### config.mk
export PLATFORM = sky130hd
export DESIGN_NAME = epoca
export DESIGN_NICKNAME = d
export VERILOG_FILES = /design/src/rtl/epoca.sv
export SDC_FILE = /design/constraint.sdc
export NUM_CORES = 2
export LEC_CHECK = 0
export CAP_MARGIN = 25
export CELL_PAD_IN_SITES_DETAIL_PLACEMENT = 1
export CELL_PAD_IN_SITES_GLOBAL_PLACEMENT = 1
export CORE_MARGIN = 1
export CORE_UTILIZATION = 40
export DETAILED_ROUTE_END_ITERATION = 12
export PLACE_DENSITY = 0.8
export SETUP_SLACK_MARGIN = 0.2
export SYNTH_ARGS = -nofsm -noshare
export SYNTH_HDL_FRONTEND = slang
export SYNTH_SLANG_ARGS = --single-unit
### constraint.sdc
create_clock -name clk -period 67.8 [get_ports clk]
set_input_delay 13.56 -clock clk [delete_from_list [all_inputs] [get_ports clk]]
set_output_delay 13.56 -clock clk [all_outputs]
set_load 0.01 [all_outputs]
### src/rtl/epoca.sv
// epoca: one training epoch of a two-input FP16 perceptron with bias.
// Rev 1.0 -- LOAD, four SAMPLE cycles, then DONE; truncating FP16 mul/add.
`default_nettype none

module epoca #(
  parameter int WIDTH     = 16,
  parameter int N_SAMPLES = 4
) (
  input  logic                         clk,
  input  logic                         reset,
  input  logic [N_SAMPLES*WIDTH-1:0]   in1,
  input  logic [N_SAMPLES*WIDTH-1:0]   in2,
  input  logic [N_SAMPLES*WIDTH-1:0]   d,
  input  logic [WIDTH-1:0]             u,
  input  logic [WIDTH-1:0]             w0,
  input  logic [WIDTH-1:0]             w1,
  input  logic [WIDTH-1:0]             w2,
  output logic [N_SAMPLES*WIDTH-1:0]   result,
  output logic [WIDTH-1:0]             w0_out,
  output logic [WIDTH-1:0]             w1_out,
  output logic [WIDTH-1:0]             w2_out,
  output logic                         done
);

  typedef enum logic [1:0] {LOAD = 2'd0, SAMPLE = 2'd1, DONE = 2'd2} state_t;

  localparam logic [15:0] ONE     = 16'h3C00;
  localparam logic [14:0] MAX_MAG = 15'h7BFF;

  // Truncating FP16 multiply; subnormals flush to signed zero, overflow saturates.
  function automatic logic [15:0] fmul(input logic [15:0] a, input logic [15:0] b);
    logic               s;
    logic [21:0]        prod;
    logic signed [6:0]  er;
    logic [9:0]         frac;
    s    = a[15] ^ b[15];
    prod = {1'b1, a[9:0]} * {1'b1, b[9:0]};
    er   = $signed({2'b00, a[14:10]}) + $signed({2'b00, b[14:10]}) - 7'sd15;
    if (prod[21]) begin
      frac = 10'(prod >> 11);
      er   = er + 7'sd1;
    end else begin
      frac = 10'(prod >> 10);
    end
    if (a[14:10] == 5'd0 || b[14:10] == 5'd0) fmul = {s, 15'd0};
    else if (er >= 7'sd31)                    fmul = {s, MAX_MAG};
    else if (er <= 7'sd0)                     fmul = {s, 15'd0};
    else                                      fmul = {s, er[4:0], frac};
  endfunction

  // Truncating FP16 add with guard/round/sticky alignment; adding a zero returns the other operand.
  function automatic logic [15:0] fadd(input logic [15:0] a, input logic [15:0] b);
    logic               az, bz;
    logic [15:0]        big, sml;
    logic [4:0]         dexp;
    logic [13:0]        mb, ms;
    logic [27:0]        sh;
    logic [14:0]        sum;
    logic [13:0]        norm;
    logic [3:0]         lz;
    logic signed [6:0]  er;
    az = (a[14:10] == 5'd0);
    bz = (b[14:10] == 5'd0);
    if (a[14:0] >= b[14:0]) begin big = a; sml = b; end
    else                    begin big = b; sml = a; end
    dexp = big[14:10] - sml[14:10];
    mb   = {1'b1, big[9:0], 3'b000};
    ms   = {1'b1, sml[9:0], 3'b000};
    sh   = {ms, 14'd0} >> dexp;
    if (dexp > 5'd27) ms = 14'd1;
    else              ms = sh[27:14] | {13'd0, |sh[13:0]};
    if (big[15] ^ sml[15]) sum = {1'b0, mb} - {1'b0, ms};
    else                   sum = {1'b0, mb} + {1'b0, ms};
    lz = 4'd0;
    for (int i = 0; i < 14; i++) begin
      if (sum[i]) lz = 4'(13 - i);
    end
    if (sum[14]) begin
      norm = sum[14:1] | {13'd0, sum[0]};
      er   = $signed({2'b00, big[14:10]}) + 7'sd1;
    end else begin
      norm = sum[13:0] << lz;
      er   = $signed({2'b00, big[14:10]}) - $signed({3'b000, lz});
    end
    if (bz)                  fadd = {a[15], az ? 15'd0 : a[14:0]};
    else if (az)             fadd = b;
    else if (sum == 15'd0)   fadd = 16'h0000;
    else if (er >= 7'sd31)   fadd = {big[15], MAX_MAG};
    else if (er <= 7'sd0)    fadd = {big[15], 15'd0};
    else                     fadd = {big[15], er[4:0], 10'(norm >> 3)};
  endfunction

  state_t                       state, state_nxt;
  logic [1:0]                   idx, idx_nxt;
  logic [N_SAMPLES*WIDTH-1:0]   result_nxt;
  logic [WIDTH-1:0]             w0_nxt, w1_nxt, w2_nxt;
  logic [WIDTH-1:0]             x1, x2, dk, net, y, e, ue;

  assign x1  = in1[idx*WIDTH +: WIDTH];
  assign x2  = in2[idx*WIDTH +: WIDTH];
  assign dk  = d[idx*WIDTH +: WIDTH];
  assign net = fadd(fadd(w0_out, fmul(w1_out, x1)), fmul(w2_out, x2));
  assign y   = (!net[15] && net[14:0] != 15'd0) ? ONE : 16'h0000;
  assign e   = fadd(dk, y ^ 16'h8000);
  assign ue  = fmul(u, e);
  assign done = (state == DONE);

  always_comb begin
    state_nxt  = state;
    idx_nxt    = idx;
    result_nxt = result;
    w0_nxt     = w0_out;
    w1_nxt     = w1_out;
    w2_nxt     = w2_out;
    case (state)
      LOAD: begin
        w0_nxt    = w0;
        w1_nxt    = w1;
        w2_nxt    = w2;
        idx_nxt   = 2'd0;
        state_nxt = SAMPLE;
      end
      SAMPLE: begin
        result_nxt[idx*WIDTH +: WIDTH] = y;
        w0_nxt  = fadd(w0_out, ue);
        w1_nxt  = fadd(w1_out, fmul(ue, x1));
        w2_nxt  = fadd(w2_out, fmul(ue, x2));
        idx_nxt = idx + 2'd1;
        if (idx == 2'(N_SAMPLES - 1)) state_nxt = DONE;
      end
      DONE:    state_nxt = DONE;
      default: state_nxt = LOAD;
    endcase
  end

  always_ff @(posedge clk or posedge reset) begin
    if (reset) begin
      state  <= LOAD;
      idx    <= 2'd0;
      result <= '0;
      w0_out <= '0;
      w1_out <= '0;
      w2_out <= '0;
    end else begin
      state  <= state_nxt;
      idx    <= idx_nxt;
      result <= result_nxt;
      w0_out <= w0_nxt;
      w1_out <= w1_nxt;
      w2_out <= w2_nxt;
    end
  end

endmodule

`default_nettype wire

==> impl_metrics.py <==
metrics = {
    "drt": {
        "drtAntennaViolNets": 0,
        "drcViolationCount": 0,
        "dr_total_vias": 66314,
        "drtIter0Drc": 5666,
        "drtPass1Iterations": 7,
        "routed_wl_um": 276000,
        "post_drt_wl_per_cell_um": 26.2,
        "viasPerCell": 6.29,
    },
    "worst_setup_path": {
        "cp_common_cell": "a21oi_2",
        "r2r_setup_slack_ns": 12.58,
        "setup.worst_path.class": "primary input to flop",
        "worst_ep_arrival_time_ns": 67.46,
        "end_kind": "flop",
        "cp_slowest_cell": "mux2i_1",
        "critPathMaxFanout": 9,
        "cp.required_ns": 68.09,
        "start_kind": "primary input",
        "max_stage_delay_ns": 0.70,
    },
    "clocking": {
        "insertion_delay_ns": 0.38,
        "h-tree-depth": 2,
        "clock_path_buffers": 2,
        "clkTransAtPathRegs_ns": 0.10,
        "clockRootBuffer": "clkbuf_16",
        "cts.sinks": 56,
        "cts_made_buffers": 5,
        "cts_tree": "built",
    },
    "floorplan": {
        "rows": 135,
        "fp.coreArea_mm2": 0.136,
        "io_pins": 371,
        "start_util_pct": 40.5,
        "die_y_um": 373,
        "fp.dieW_um": 373,
        "die_area_mm2": 0.139,
    },
    "yosys": {
        "synth.most_common_cell": "nand2_1",
        "synth-main-ff-cell": "dfrtp_1",
        "avgSynthCellArea_um2": 7.20,
        "synth_top_cell_area_share_pct": 15.0,
        "syn_area_mm2": 0.0551,
        "synth-edff-count": 0,
        "ys.warnings.count": 0,
        "synth-async-reset-ratio_pct": 100,
        "synth.area.top_cells": "fa_1 (15%), ha_1 (13%), nand2_1 (5.7%), inv_1 (5.5%), nor2_1 (5.2%)",
        "seq_area_frac_synth_pct": 2.54,
        "ys_types": 143,
        "synth_common_cells": "nand2_1 (834), inv_1 (810), nor2_1 (760)",
        "ys_ff_latch": 56,
        "yosysTopAreaCell": "fa_1",
        "syn_inst": 7655,
    },
    "cells_and_area": {
        "fill_cells": 16745,
        "num-nets-final": 10005,
        "instances_no_fill": 10537,
        "syn_to_final_growth_pct": 30.1,
        "layout-drive-gt1-share_pct": 23.4,
        "ff_latch_area_mm2": 0.00141,
        "multiInputGateArea_mm2": 0.0522,
    },
    "sta": {
        "finClkSkew_ns": 0.0214,
        "layout_setup_ws_ns": 0.635,
        "min_period_ns": 67.16,
        "grt_setup_unrepaired": "yes",
        "fmax_mhz": 14.9,
        "drv_slew": 0,
        "post-route-period-util_pct": 99.1,
        "finalHoldViolations": 0,
        "tightest_slew_ns": 1.16,
        "max_slew_margin_pct": 21.9,
        "setup_violations": 0,
    },
    "grt": {
        "grt_usage_pct": 36.3,
        "grt_pass1_vias": 67259,
        "antenna_found_initial": 7,
        "grt_max_degree": 57,
        "grt_pass1_wl_um": 399000,
        "grt-ovfl-total": 0,
    },
    "placed_design": {
        "portBuffers": 322,
        "place.gp.congestion": 1.04,
        "dpl.cell_count": 10282,
        "place_hpwl_um": 219000,
        "dp_slack_ns": -2.18,
    },
    "worst_hold_path": {
        "holdCritPathClass": "flop to flop",
    },
    "run": {
        "maxCapViolCount": 0,
    },
    "status": {
        "status": "finished clean",
    },
}
-- per-stage QoR --
stage	setup TNS (ns)	area (µm²)	hold WS (ns)	util, %
final	0	71700	0.613	52.7
after detailed placement	-60.05	65900	0.618	48.5
after CTS	0	67100	0.638	49.3
after global placement	-0.0403	65900	0.578	48.5
after floorplan	0	55500	0.552	-
after global routing	-31.94	71700	0.656	52.7
-- per-layer routing --
| layer | up-vias | wire, µm | track usage (%) |
|---|---|---|---|
| li1 | 29346 | - | - |
| met1 | 33208 | 112000 | 46.2 |
| met2 | 2991 | 128000 | 59.7 |
| met3 | 767 | 22100 | 6.63 |
| met4 | 2 | 15000 | 15.8 |
| met5 | - | 12 | 0 |
-- flip-flops by register name, indices dropped and copies added (netlist names) --
name    cells
state       2
w1_out     16
w2_out     16
w0_out     16
idx         2
result      4
-- area by class of cell --
type                    instances  area share [%]
inverters                     836            4.44
well taps                    1781            3.11
flip-flops and latches         56            1.97
multi-input cells            6378            72.9
clock inverters                 3          0.0384
repair inverters                1          0.0122
diodes                          2         0.00698
repair buffers               1475            17.4
clock buffers                   5           0.175
-- kinds of logic after synthesis --
| family | synth area share [%] |
|---|---|
| multiplexers | 6.31 |
| buffers and inverters | 9.24 |
| adder cells (fa/ha/maj) | 28.2 |
| other | 0.00681 |
| AND/OR/NAND/NOR | 24.0 |
| XOR/XNOR | 3.05 |
| flip-flops | 2.54 |
| AO/OA/AOI/OAI | 26.7 |
-- repair_timing --
action	4_1_cts	5_1_grt
gates cloned	0	6
hold buffers	0	0
buffers inserted	62	169
endpoints found under the setup margin	32	47
resized for setup	130	704
pin swaps	54	396
-- path summary, 6_finish.rpt --
path / startpoint / to / cells after the start
worst max-delay path: in1[39] / w1_out[8] / 280
worst min-delay path: result[45] / result[45] / 2
worst max register to register: idx[0] / w1_out[8] / 279
worst min register to register: result[45] / result[45] / 2
max in group asynchronous: reset / idx[1] / 3
min in group asynchronous: reset / w1_out[15] / 3
-- cells in the final DEF (no fill, tap or decap), types with 70 or more instances in the layout --
cell type / instances
nor3_1: 137
and2_1: 179
nand2b_1: 80
a21oi_2: 76
mux2i_1: 144
a21oi_1: 374
ha_1: 516
nand3_1: 179
clkdlybuf4s50_1: 294
nor2_1: 703
buf_4: 1075
o31ai_1: 73
nand4_1: 83
a21o_1: 129
inv_1: 775
nand2_1: 787
a31oi_1: 70
o21ai_0: 301
fa_1: 385
xnor2_1: 112
o211ai_1: 81
o21ai_1: 100
-- worst max-delay path, delay by kind of cell --
family | cells | cell delay [ns]
adders and majority gates | 36 | 12.74
and+or+nand+nor | 82 | 13.60
AOI/OAI and AO/OA | 113 | 19.25
buffers and inverters | 36 | 4.60
xor gates and xnor gates | 3 | 0.50
muxes | 10 | 3.03
Power is not shown: default switching activity piles up to over one toggle a cycle in this logic, so the estimate is an artifact.
